`config.mk`:
```
export PLATFORM = sky130hd
export DESIGN_NAME = alu_exec_unit_flat
export DESIGN_NICKNAME = d
export VERILOG_FILES = /design/src/rtl/alu_exec_pkg.sv /design/src/rtl/alu_exec_unit_if.sv /design/src/rtl/alu_iter_divider.sv /design/src/rtl/alu_exec_unit.sv /design/src/flat_wrapper.sv
export SDC_FILE = /design/constraint.sdc
export NUM_CORES = 1
export LEC_CHECK = 0
export ABC_AREA = 0
export BUFFER_PORTS_ARGS = -buffer_cell sky130_fd_sc_hd__buf_2
export CORE_MARGIN = 4
export CORE_UTILIZATION = 65
export DETAILED_ROUTE_END_ITERATION = 8
export PLACE_DENSITY_LB_ADDON = 0.1
export SLEW_MARGIN = 20
export SYNTH_ARGS = -nofsm -noshare
export SYNTH_HDL_FRONTEND = slang
export SYNTH_HIERARCHICAL = 1
export SYNTH_SLANG_ARGS = --single-unit
```
`constraint.sdc`:
```
create_clock -name clk -period 12.5 [get_ports clk]
set_input_delay 1.875 -clock clk [delete_from_list [all_inputs] [get_ports clk]]
set_output_delay 1.875 -clock clk [all_outputs]
set_load 0.01 [all_outputs]
```
`src/rtl/alu_exec_pkg.sv`:
```
// Shared definitions for the ALU execution unit.
// Contents: default operand width, one-hot op bit indices and the FSM state type.
package alu_exec_pkg;

    localparam int DEFAULT_WIDTH = 16;
    localparam int NUM_OPS       = 15;

    localparam int OP_ADD  = 0;
    localparam int OP_SUB  = 1;
    localparam int OP_MUL  = 2;
    localparam int OP_DIV  = 3;
    localparam int OP_MOD  = 4;
    localparam int OP_MAX  = 5;
    localparam int OP_MIN  = 6;
    localparam int OP_NOT  = 7;
    localparam int OP_NAND = 8;
    localparam int OP_XNOR = 9;
    localparam int OP_SHL  = 10;
    localparam int OP_SHRL = 11;
    localparam int OP_ROL  = 12;
    localparam int OP_ROR  = 13;
    localparam int OP_SLT  = 14;

    typedef enum logic [1:0] {
        ST_IDLE = 2'd0,
        ST_MULT = 2'd1,
        ST_DIVD = 2'd2,
        ST_DONE = 2'd3
    } alu_state_e;

endpackage

```
`src/rtl/alu_exec_unit_if.sv`:
```
// Handshake/data bundle between the core sequencer and the ALU execution unit.
// master: sequencer side (drives start, op, a, b; receives result and status).
// slave : execution unit side.
interface alu_exec_unit_if #(
    parameter int WIDTH = alu_exec_pkg::DEFAULT_WIDTH
);
    logic                              start;
    logic [alu_exec_pkg::NUM_OPS-1:0]  op;
    logic [WIDTH-1:0]                  a;
    logic [WIDTH-1:0]                  b;
    logic [WIDTH-1:0]                  result;
    logic                              busy;
    logic                              done;
    logic                              zero;
    logic                              carry;
    logic                              ovf;
    logic                              dbz;
    logic                              err;

    modport master (
        output start, op, a, b,
        input  result, busy, done, zero, carry, ovf, dbz, err
    );

    modport slave (
        input  start, op, a, b,
        output result, busy, done, zero, carry, ovf, dbz, err
    );
endinterface

```
`src/rtl/alu_iter_divider.sv`:
```
// Unsigned restoring divider, one quotient bit per clock.
// Ports: clk, rst (sync, active-high), start (load pulse, ignored while busy),
//        dividend/divisor (sampled on start), busy, done (one-cycle pulse),
//        quotient/remainder (valid with done, held until the next start).
// The first iteration is performed on the load edge, so done appears WIDTH
// cycles after start; divisor must be nonzero (the caller handles zero).
module alu_iter_divider #(
    parameter int WIDTH = 16
) (
    input  logic             clk,
    input  logic             rst,
    input  logic             start,
    input  logic [WIDTH-1:0] dividend,
    input  logic [WIDTH-1:0] divisor,
    output logic             busy,
    output logic             done,
    output logic [WIDTH-1:0] quotient,
    output logic [WIDTH-1:0] remainder
);
    localparam int SHW = $clog2(WIDTH);

    logic [WIDTH-1:0] dvs;
    logic [WIDTH-1:0] src_rem;
    logic [WIDTH-1:0] src_quo;
    logic [WIDTH-1:0] src_dvs;
    logic [WIDTH-1:0] rem_nxt;
    logic [WIDTH-1:0] quo_nxt;
    logic [WIDTH:0]   partial;
    logic [WIDTH:0]   trial;
    logic [SHW-1:0]   cnt;

    // quotient doubles as the dividend shift register: dividend bits leave
    // at the top while quotient bits enter at the bottom.
    always_comb begin
        src_rem = busy ? remainder : '0;
        src_quo = busy ? quotient  : dividend;
        src_dvs = busy ? dvs       : divisor;
        partial = {src_rem, src_quo[WIDTH-1]};
        trial   = partial - {1'b0, src_dvs};
        if (trial[WIDTH]) begin
            rem_nxt = partial[WIDTH-1:0];
            quo_nxt = {src_quo[WIDTH-2:0], 1'b0};
        end else begin
            rem_nxt = trial[WIDTH-1:0];
            quo_nxt = {src_quo[WIDTH-2:0], 1'b1};
        end
    end

    always_ff @(posedge clk) begin
        if (rst) begin
            busy      <= 1'b0;
            done      <= 1'b0;
            quotient  <= '0;
            remainder <= '0;
            dvs       <= '0;
            cnt       <= '0;
        end else begin
            done <= 1'b0;
            if (busy) begin
                remainder <= rem_nxt;
                quotient  <= quo_nxt;
                cnt       <= cnt - SHW'(1);
                if (cnt == SHW'(1)) begin
                    busy <= 1'b0;
                    done <= 1'b1;
                end
            end else if (start) begin
                remainder <= rem_nxt;
                quotient  <= quo_nxt;
                dvs       <= divisor;
                cnt       <= SHW'(WIDTH - 1);
                busy      <= 1'b1;
            end
        end
    end
endmodule

```
`src/rtl/alu_exec_unit.sv`:
```
// ALU execution unit: one-hot op in, registered result + status flags out.
// Ports: clk, rst (sync, active-high), bus (alu_exec_unit_if.slave:
//        start/op/a/b in; result/busy/done/zero/carry/ovf/dbz/err out).
// Single-cycle ops finish one cycle after start; MUL (shift-add) and
// DIV/MOD (alu_iter_divider) finish WIDTH+1 cycles after start.
// Build option: define ALU_EARLY_TERM_EN to let MUL stop once the remaining
// multiplier bits are zero (at least one iteration is always performed).
//
// state   | meaning
// --------+------------------------------------------------
// ST_IDLE | waiting for start; single-cycle ops resolve here
// ST_MULT | shift-add multiply, one multiplier bit per cycle
// ST_DIVD | waiting for the iterative divider
// ST_DONE | done pulse cycle, then back to idle
module alu_exec_unit
    import alu_exec_pkg::*;
#(
    parameter int WIDTH = DEFAULT_WIDTH
) (
    input  logic            clk,
    input  logic            rst,
    alu_exec_unit_if.slave  bus
);
    localparam int SHW = $clog2(WIDTH);

    alu_state_e         state;
    logic [SHW-1:0]     mul_cnt;
    logic [2*WIDTH-1:0] acc;
    logic [2*WIDTH-1:0] mcand;
    logic [2*WIDTH-1:0] acc_nxt;
    logic [WIDTH-1:0]   mplier;
    logic               mul_last;
    logic               is_mod;

    logic               div_start;
    logic               div_busy;
    logic               div_done;
    logic [WIDTH-1:0]   div_quo;
    logic [WIDTH-1:0]   div_rem;

    logic [WIDTH-1:0]   sc_result;
    logic               sc_carry;
    logic               sc_dbz;
    logic [WIDTH:0]     sum;
    logic [WIDTH:0]     diff;
    logic [SHW-1:0]     amt;
    logic [SHW:0]       amt_inv;
    logic               slt;

    assign div_start = (state == ST_IDLE) && bus.start && $onehot(bus.op) &&
                       (bus.op[OP_DIV] || bus.op[OP_MOD]) &&
                       (bus.b != '0) && !div_busy;

    alu_iter_divider #(.WIDTH(WIDTH)) u_div (
        .clk       (clk),
        .rst       (rst),
        .start     (div_start),
        .dividend  (bus.a),
        .divisor   (bus.b),
        .busy      (div_busy),
        .done      (div_done),
        .quotient  (div_quo),
        .remainder (div_rem)
    );

    assign acc_nxt = acc + (mplier[0] ? mcand : '0);

`ifdef ALU_EARLY_TERM_EN
    assign mul_last = (mul_cnt == '0) || (mplier[WIDTH-1:1] == '0);
`else
    assign mul_last = (mul_cnt == '0);
`endif

    // Rotates are built from two logical shifts; amt_inv == WIDTH when
    // amt == 0, which shifts the second term fully out and leaves a intact.
    assign amt     = bus.b[SHW-1:0];
    assign amt_inv = (SHW+1)'(WIDTH) - {1'b0, amt};
    assign slt     = $signed(bus.a) < $signed(bus.b);

    // DIV/MOD only take this path with b == 0.
    always_comb begin
        sum       = {1'b0, bus.a} + {1'b0, bus.b};
        diff      = {1'b0, bus.a} - {1'b0, bus.b};
        sc_result = '0;
        sc_carry  = 1'b0;
        sc_dbz    = 1'b0;
        if (bus.op[OP_ADD]) begin
            sc_result = sum[WIDTH-1:0];
            sc_carry  = sum[WIDTH];
        end else if (bus.op[OP_SUB]) begin
            sc_result = diff[WIDTH-1:0];
            sc_carry  = diff[WIDTH];
        end else if (bus.op[OP_DIV]) begin
            sc_result = '1;
            sc_dbz    = (bus.b == '0);
        end else if (bus.op[OP_MOD]) begin
            sc_result = bus.a;
            sc_dbz    = (bus.b == '0);
        end else if (bus.op[OP_MAX]) begin
            sc_result = slt ? bus.b : bus.a;
        end else if (bus.op[OP_MIN]) begin
            sc_result = slt ? bus.a : bus.b;
        end else if (bus.op[OP_NOT]) begin
            sc_result = ~bus.a;
        end else if (bus.op[OP_NAND]) begin
            sc_result = ~(bus.a & bus.b);
        end else if (bus.op[OP_XNOR]) begin
            sc_result = ~(bus.a ^ bus.b);
        end else if (bus.op[OP_SHL]) begin
            sc_result = bus.a << amt;
        end else if (bus.op[OP_SHRL]) begin
            sc_result = bus.a >> amt;
        end else if (bus.op[OP_ROL]) begin
            sc_result = (bus.a << amt) | (bus.a >> amt_inv);
        end else if (bus.op[OP_ROR]) begin
            sc_result = (bus.a >> amt) | (bus.a << amt_inv);
        end else if (bus.op[OP_SLT]) begin
            sc_result = {{(WIDTH-1){1'b0}}, slt};
        end
    end

    always_ff @(posedge clk) begin
        if (rst) begin
            state      <= ST_IDLE;
            mul_cnt    <= '0;
            acc        <= '0;
            mcand      <= '0;
            mplier     <= '0;
            is_mod     <= 1'b0;
            bus.result <= '0;
            bus.busy   <= 1'b0;
            bus.done   <= 1'b0;
            bus.zero   <= 1'b0;
            bus.carry  <= 1'b0;
            bus.ovf    <= 1'b0;
            bus.dbz    <= 1'b0;
            bus.err    <= 1'b0;
        end else begin
            bus.done <= 1'b0;
            case (state)
                ST_IDLE: begin
                    if (bus.start) begin
                        bus.busy  <= 1'b1;
                        bus.zero  <= 1'b0;
                        bus.carry <= 1'b0;
                        bus.ovf   <= 1'b0;
                        bus.dbz   <= 1'b0;
                        bus.err   <= 1'b0;
                        is_mod    <= bus.op[OP_MOD];
                        if (!$onehot(bus.op)) begin
                            bus.err    <= 1'b1;
                            bus.result <= '0;
                            bus.zero   <= 1'b1;
                            bus.done   <= 1'b1;
                            state      <= ST_DONE;
                        end else if (bus.op[OP_MUL]) begin
                            acc     <= '0;
                            mcand   <= {{WIDTH{1'b0}}, bus.a};
                            mplier  <= bus.b;
                            mul_cnt <= SHW'(WIDTH - 1);
                            state   <= ST_MULT;
                        end else if (div_start) begin
                            state <= ST_DIVD;
                        end else begin
                            bus.result <= sc_result;
                            bus.carry  <= sc_carry;
                            bus.dbz    <= sc_dbz;
                            bus.zero   <= (sc_result == '0);
                            bus.done   <= 1'b1;
                            state      <= ST_DONE;
                        end
                    end
                end
                ST_MULT: begin
                    acc     <= acc_nxt;
                    mcand   <= mcand << 1;
                    mplier  <= mplier >> 1;
                    mul_cnt <= mul_cnt - SHW'(1);
                    if (mul_last) begin
                        bus.result <= acc_nxt[WIDTH-1:0];
                        bus.ovf    <= |acc_nxt[2*WIDTH-1:WIDTH];
                        bus.zero   <= (acc_nxt[WIDTH-1:0] == '0);
                        bus.done   <= 1'b1;
                        state      <= ST_DONE;
                    end
                end
                ST_DIVD: begin
                    if (div_done) begin
                        bus.result <= is_mod ? div_rem : div_quo;
                        bus.zero   <= ((is_mod ? div_rem : div_quo) == '0);
                        bus.done   <= 1'b1;
                        state      <= ST_DONE;
                    end
                end
                ST_DONE: begin
                    bus.busy <= 1'b0;
                    state    <= ST_IDLE;
                end
                default: begin
                    bus.busy <= 1'b0;
                    state    <= ST_IDLE;
                end
            endcase
        end
    end
endmodule

```
`src/flat_wrapper.sv`:
```
// flat-port wrapper written by rule: the top's interface ports become plain ports
module alu_exec_unit_flat import alu_exec_pkg::*;
#(
    parameter int WIDTH = DEFAULT_WIDTH
)
  (clk, rst, bus_start, bus_op, bus_a, bus_b, bus_result, bus_busy, bus_done, bus_zero, bus_carry, bus_ovf, bus_dbz, bus_err);
  alu_exec_unit_if #(.WIDTH(WIDTH)) bus_i ();
  input  logic clk;
  input  logic rst;
  input wire logic [$bits(bus_i.start)-1:0] bus_start;
  input wire logic [$bits(bus_i.op)-1:0] bus_op;
  input wire logic [$bits(bus_i.a)-1:0] bus_a;
  input wire logic [$bits(bus_i.b)-1:0] bus_b;
  output wire logic [$bits(bus_i.result)-1:0] bus_result;
  output wire logic [$bits(bus_i.busy)-1:0] bus_busy;
  output wire logic [$bits(bus_i.done)-1:0] bus_done;
  output wire logic [$bits(bus_i.zero)-1:0] bus_zero;
  output wire logic [$bits(bus_i.carry)-1:0] bus_carry;
  output wire logic [$bits(bus_i.ovf)-1:0] bus_ovf;
  output wire logic [$bits(bus_i.dbz)-1:0] bus_dbz;
  output wire logic [$bits(bus_i.err)-1:0] bus_err;
  assign bus_i.start = bus_start;
  assign bus_i.op = bus_op;
  assign bus_i.a = bus_a;
  assign bus_i.b = bus_b;
  assign bus_result = bus_i.result;
  assign bus_busy = bus_i.busy;
  assign bus_done = bus_i.done;
  assign bus_zero = bus_i.zero;
  assign bus_carry = bus_i.carry;
  assign bus_ovf = bus_i.ovf;
  assign bus_dbz = bus_i.dbz;
  assign bus_err = bus_i.err;
  alu_exec_unit #(.WIDTH(WIDTH)) u_core (.clk(clk), .rst(rst), .bus(bus_i));
endmodule
```
==> impl_metrics.csv, run 1 <==
group,metric,value,unit
global_route,grt.busiest_layer,"met2",
logic_synthesis,synth_top_area_share,0.194,
finish,fill_cells,2085,
finish,fin_cells,2523,
logic_synthesis,syn-num-nets,2392,
timing,fin_setup_tns,0,ns
place,place.gp.congestion,1.08,
clock_tree,cts_resized,0,
timing,rsz0062_at_grt,"no",
timing,skew,0.0168,ns
timing,fmax,0.124,GHz
worst_setup_path,path_buf_inv,4,
place,place_ws,4.05,ns
die,coreArea,25400,sq um
logic_synthesis,synth_top_cell_by_area,"dfxtp_1",
worst_setup_path,path_cells,"buf_2 > fa_1 > fa_1 > fa_1 > inv_1 > fa_1 > fa_1 > inv_1 > fa_1 > nor4_1 > and3_1 > and3_1 > buf_4 > nor2b_1 > nand2_1 > a21oi_1",
global_route,met3_usage,0.119,
worst_setup_path,cp-startpoint,"bus_op[7]",
clock_tree,cts_tree,"built",
timing,period_share,0.644,
worst_setup_path,worst_path_max_delay_cell,"nor4_1",
logic_synthesis,netlist_top_cells_area,"dfxtp_1 19%, mux2i_1 7.7%, ha_1 6.9%, nor2_1 5.8%, a21oi_1 5.5%",
logic_synthesis,syn_inst,2235,
timing,drv_slew,0,
die,fp-row-count,58,
route,postRouteAntennaNets,0,
logic_synthesis,synth-edff-count,0,
clock_tree,postCtsSetupRepairBufs,0,
logic_synthesis,yosys_register_bits,164,
route,vias,18300,
logic_synthesis,yosysWarnings,6,
worst_setup_path,start_kind,"input port",
die,io_pins,73,
clock_tree,cts_root_buf,"clkbuf_16",
global_route,gr-total-overflow,0,
worst_setup_path,crit_fanout,30,
clock_tree,ctsHoldBuffers,0,
logic_synthesis,synth_ff_type,"dfxtp_1",
run_status,status,"complete, no violations",
worst_setup_path,critPathMostFrequentCell,"fa_1",
global_route,grt_usage,0.424,
worst_setup_path,cpLargestDelayFamily,"adder cells",
power_and_ir_drop,powerDensity,126,nW/um^2
timing,maxSlewHeadroom,0.159,
worst_setup_path,r2r_start,"u_core/mplier[0]",
power_and_ir_drop,p_leak,6.94,nW
logic_synthesis,yosysMostFrequentCell,"nor2_1",
worst_setup_path,critPathCaptureType,"flip-flop",
place,dp_cells,2490,
global_route,grt_pass1_wl,96800,microns
route,drt_iter0_drc,2983,
place,dp_hpwl,44400,microns
finish,area_delta_synth_final,5.18,%
worst_setup_path,required,12.84,ns
route,first_pass_iters,7,
die,dieHeight,170,microns
timing,hold_viol,0,
global_route,grt_util_met1,0.573,
min_path,hold_path_startpoint,"u_core/mcand[31]",
logic_synthesis,synth_async_sr_flop_share,0,
finish,nets,2336,
flow_run,maxCapViolations,0,
logic_synthesis,netlist_area,17000,sq um
timing,tightestPinTransition,1.23,ns
worst_setup_path,cpPeakStageDelay,0.96,ns
clock_tree,clk_latency,0.45,ns
clock_tree,clk_path_buf_depth,2,
die,initial_core_util,0.668,
place,portBuffers,72,
power_and_ir_drop,ir_drop,0.128,mV
global_route,use_met2,0.628,
logic_synthesis,yosysSeqAreaShare,0.194,
route,remaining_drc_errors,0,
route,vias_per_cell,7.27,
min_path,min_path_type,"reg -> reg",
route,totalWireLength,63100,microns
clock_tree,htreeDepth,4,
logic_synthesis,ys_types,101,
logic_synthesis,syn_avg_cell_area,7.59,sq um
route,routedWlPerCell,25.0,microns
clock_tree,cts_buffers,17,
global_route,antenna_found_initial,3,
clock_tree,cts_num_sinks,164,
timing,whs,0.458,ns
timing,setup_viol,0,
timing,layout_min_cycle_time,8.05,ns
finish,final_core_util,0.702,
logic_synthesis,netlist_top_cells_count,"262 x nor2_1, 227 x nand2_1, 188 x a21oi_1, 164 x dfxtp_1, 131 x mux2i_1",
global_route,grt_pass1_vias,17100,
global_route,grt_max_degree,108,
worst_setup_path,worstPathArrival,8.39,ns
die,die-area,28700,sq um
worst_setup_path,worstSetupPathType,"in -> reg",
die,die_x,170,microns
finish,final_layout_size_suffix_gt1_frac,0.109,
timing,postLayoutSetupSlackWorst,4.45,ns
clock_tree,clk_pin_slew_worst_paths,0.07,ns
[cell usage in the layout, fill, tap and decap left out, types with 14 or more instances in the layout]
cell,instances
a21o_1,19
dfxtp_1,163
a22oi_1,32
and3_1,14
o211ai_1,25
xnor2_1,38
mux4_2,31
xor2_1,22
ha_1,92
nor3_1,56
o21ai_0,80
nor4_1,30
inv_1,67
a31oi_1,26
nand2_1,227
buf_2,71
fa_1,14
clkbuf_16,17
a21oi_1,186
a211oi_1,72
and2_1,51
mux2_2,40
o21a_1,17
nor2b_1,24
nor2_1,261
buf_4,21
nand2b_1,37
nand3_1,48
a311oi_1,15
mux2i_1,131
[tightest hold or removal path: cells and delay by family, from the launching register on]
kind | cells | cell delay, ns
AOI/OAI and AO/OA | 1 | 0.05
DFF | 1 | 0.31
and+or+nand+nor | 1 | 0.05
[sequential cells by signal, summed over array words and instances, names as in the netlist, 16 cells and up]
name and flops:
u_core/u_div/dvs 16, u_core/u_div/remainder 16, u_core/u_div/quotient 16, u_core/mcand 32, u_core/acc 32, u_core/bus.result 16, u_core/mplier 16
[kinds of logic after synthesis]
group / count (synthesis) / synth area share
compound gates: 645 / 0.258
xor+xnor: 62 / 0.0320
fa+ha+maj: 107 / 0.0851
buf+inv: 240 / 0.0595
flops: 164 / 0.194
mux: 204 / 0.147
simple gates: 813 / 0.225
[worst paths after layout]
check | to | slack (ns) | cells after the start
worst max register to register | u_core/bus.ovf | 7.78 | 14
worst min register to register | u_core/mcand[31] | 0.46 | 2
worst min-delay path | u_core/mcand[31] | 0.46 | 2
worst max-delay path | u_core/u_div/dvs[1] | 4.45 | 16
[routing by layer]
layer / part of all wire / wire length [microns] / up-vias
met5: 0.00043 / 27 / -
met4: 0.051 / 3240 / 4
met3: 0.13 / 8040 / 252
met2: 0.43 / 27100 / 1367
met1: 0.39 / 24800 / 8579
li1: - / - / 8133
[through the flow]
step | power [mW] | area, sq um
global route | 2.36 | 17800
CTS | 2.21 | 17800
floorplan | 1.38 | 17000
finish | 2.25 | 17800
global placement | 1.63 | 17200
detailed placement | 1.66 | 17200
[report_power, final]
group	total [mW]	internal (mW)	switching [mW]	leakage (nW)
Sequential	0.684	0.606	0.0781	1.33
Clock	0.552	0.304	0.248	0.298
Combinational	1.01	0.356	0.656	5.31
[cell type report]
type	count	area, sq um	share of cell area
timing repair buffer	93	524	0.0294
clock buffer	17	425	0.0238
inverter	72	270	0.0151
clock inverter	15	183	0.0102
sequential	164	3280	0.184
multi-input combinational	1831	12700	0.714
tap	330	413	0.0231
antenna	1	2.50	0.000140
(Power assumes the default switching activity.)
==> inputs of run 2 (changes only) <==
- ABC_AREA: 0 -> 1
- CORE_UTILIZATION: 65 -> 64
- clock period: 12.5 -> 8.1 ns (I/O delays scaled with it)
==> run 2 against run 1 <==
Net effect: clock-buffer cell count stayed put; area after synthesis is 2.6% lower; sequential power is 62% higher; via count is 10% higher; critical endpoint is now u_core/u_div/quotient[11]; largest cell class unchanged.
==> impl_metrics.csv, run 2 <==
group,metric,value,unit
finish,fin_area,17400,sq um
clock_tree,cts_tree,"built",
global_route,grt_pass1_vias,17900,
logic_synthesis,synth-edff-count,0,
worst_setup_path,worstSetupPathType,"in -> reg",
finish,final_core_util,0.688,
worst_setup_path,critPathCaptureType,"flip-flop",
route,first_pass_iters,7,
timing,rsz0062_at_grt,"no",
timing,whs,0.455,ns
logic_synthesis,yosysWarnings,6,
power_and_ir_drop,powerDensity,209,nW/um^2
timing,drv_slew,0,
route,totalWireLength,62800,microns
worst_setup_path,start_kind,"input port",
logic_synthesis,yosys_register_bits,164,
place,place.gp.congestion,1.06,
finish,final_cell_mix,"900 x nand2_1, 302 x inv_1, 258 x a21oi_1",
global_route,grt_pass1_wl,97200,microns
route,drt_iter0_drc,3819,
die,fp-row-count,58,
worst_setup_path,required,8.48,ns
global_route,grt_max_degree,99,
logic_synthesis,syn_inst,2826,
logic_synthesis,netlist_top_cells_count,"901 x nand2_1, 303 x inv_1, 260 x a21oi_1, 244 x o21ai_0, 221 x nand3_1",
finish,area_delta_synth_final,5.17,%
power_and_ir_drop,ir_drop,0.177,mV
logic_synthesis,netlist_area,16500,sq um
logic_synthesis,ys_types,61,
die,die-area,28400,sq um
route,postRouteAntennaNets,0,
global_route,gr-total-overflow,0,
run_status,status,"complete, no violations",
finish,final_common_cell,"nand2_1",
timing,hold_viol,0,
die,die_x,169,microns
logic_synthesis,syn_avg_cell_area,5.84,sq um
logic_synthesis,synth_top_cell_by_area,"nand2_1",
flow_run,maxCapViolations,0,
timing,setup_viol,0,
logic_synthesis,synth_async_sr_flop_share,0,
clock_tree,cts_resized,0,
timing,fmax,0.145,GHz
clock_tree,clk_path_buf_depth,2,
finish,biggestRegsByFlops,"u_core/acc x32, u_core/mcand x32",
die,io_pins,73,
logic_synthesis,synth_ff_type,"dfxtp_1",
finish,antenna_cells,0,
timing,maxSlewHeadroom,0.289,
clock_tree,htreeDepth,4,
route,routedWlPerCell,20.0,microns
place,portBuffers,72,
clock_tree,ctsHoldBuffers,0,
place,place_area,16800,sq um
clock_tree,postCtsSetupRepairBufs,0,
clock_tree,clk_pin_slew_worst_paths,0.07,ns
finish,nets,2948,
route,vias,20200,
die,coreArea,25300,sq um
logic_synthesis,yosysSeqAreaShare,0.199,
clock_tree,cts_root_buf,"clkbuf_16",
timing,layout_min_cycle_time,6.90,ns
logic_synthesis,yosysMostFrequentCell,"nand2_1",
clock_tree,clk_latency,0.44,ns
global_route,antenna_found_initial,0,
die,dieHeight,169,microns
timing,skew,0.0118,ns
power_and_ir_drop,fin_total_pwr,3.63,mW
finish,final_layout_size_suffix_gt1_frac,0.0745,
die,initial_core_util,0.654,
min_path,min_path_type,"reg -> reg",
logic_synthesis,syn-num-nets,2983,
power_and_ir_drop,p_leak,8.70,nW
logic_synthesis,synth_top_area_share,0.205,
timing,period_share,0.852,
route,remaining_drc_errors,0,
timing,tightestPinTransition,1.06,ns
global_route,grt_usage,0.424,
logic_synthesis,netlist_top_cells_area,"nand2_1 20%, dfxtp_1 20%, a21oi_1 7.9%, o21ai_0 7.4%, ha_1 7.0%",
clock_tree,cts_num_sinks,164,
place,dp_hpwl,44400,microns
timing,fin_setup_tns,0,ns
worst_setup_path,crit_fanout,34,
route,vias_per_cell,6.43,
worst_setup_path,worstPathArrival,7.28,ns
clock_tree,cts_buffers,17,
[run 2: report_power, final]
part | switching (mW) | internal [mW] | total (mW)
logic | 1.20 | 0.517 | 1.71
clock network | 0.372 | 0.431 | 0.803
registers | 0.133 | 0.980 | 1.11
[run 2: worst paths after layout]
path / startpoint / to / slack (ns) / cells after the start
worst min-delay path: u_core/u_div/dvs[2] / u_core/u_div/dvs[2] / 0.45 / 2
worst max register to register: u_core/mplier[0] / u_core/bus.ovf / 3.80 / 23
worst min register to register: u_core/u_div/dvs[2] / u_core/u_div/dvs[2] / 0.45 / 2
worst max-delay path: bus_op[7] / u_core/u_div/quotient[11] / 1.20 / 21
[run 2: per-stage QoR]
| step | std cells | setup slack, ns |
|---|---|---|
| after floorplan | 2826 | 2.16 |
| after global placement | 3102 | 1.23 |
| after detailed placement | 3102 | 0.898 |
| after CTS | 3134 | 1.34 |
| after global routing | 3134 | 0.806 |
| final | 3134 | 1.20 |
[run 2: logic make-up (layout without fill, tap and decap cells)]
kind of cell / after synthesis / count (layout) / synth area share
xor gates and xnor gates: 53 / 53 / 0.0297
and+or+nand+nor: 1379 / 1379 / 0.346
AOI/OAI and AO/OA: 646 / 646 / 0.217
buffers and inverters: 462 / 440 / 0.112
muxes: 15 / 15 / 0.00970
DFF: 164 / 164 / 0.199
adders and majority gates: 107 / 107 / 0.0874
[run 2: layout make-up]
type	count	area, sq um
fillers	2300	7890
well taps	330	413
clock buffers	17	425
repair buffers	92	510
clock inverters	15	146
multi-input cells	2200	11400
inverters	316	1190
flip-flops and latches	164	3280
[run 2: worst max-delay path, stage by stage]
cell	delay, ns
buf_2	0.42
fa_1	0.53
fa_1	0.47
fa_1	0.51
inv_1	0.05
fa_1	0.47
fa_1	0.37
inv_1	0.09
fa_1	0.41
nor2_1	0.13
nand4_1	0.23
nor2_1	0.23
inv_1	0.08
nor4_1	0.33
buf_4	0.23
nand2_1	0.57
clkinv_1	0.56
nand2_1	0.14
nand2_1	0.09
nand2_1	0.04
inv_1	0.07
[run 2: metal layers]
layer / wire (microns) / vias up / track usage
li1: - / 9196 / -
met4: 2890 / 0 / 0.162
met2: 25900 / 1624 / 0.622
met3: 9420 / 253 / 0.107
met5: 0 / - / 0
met1: 24600 / 9087 / 0.598
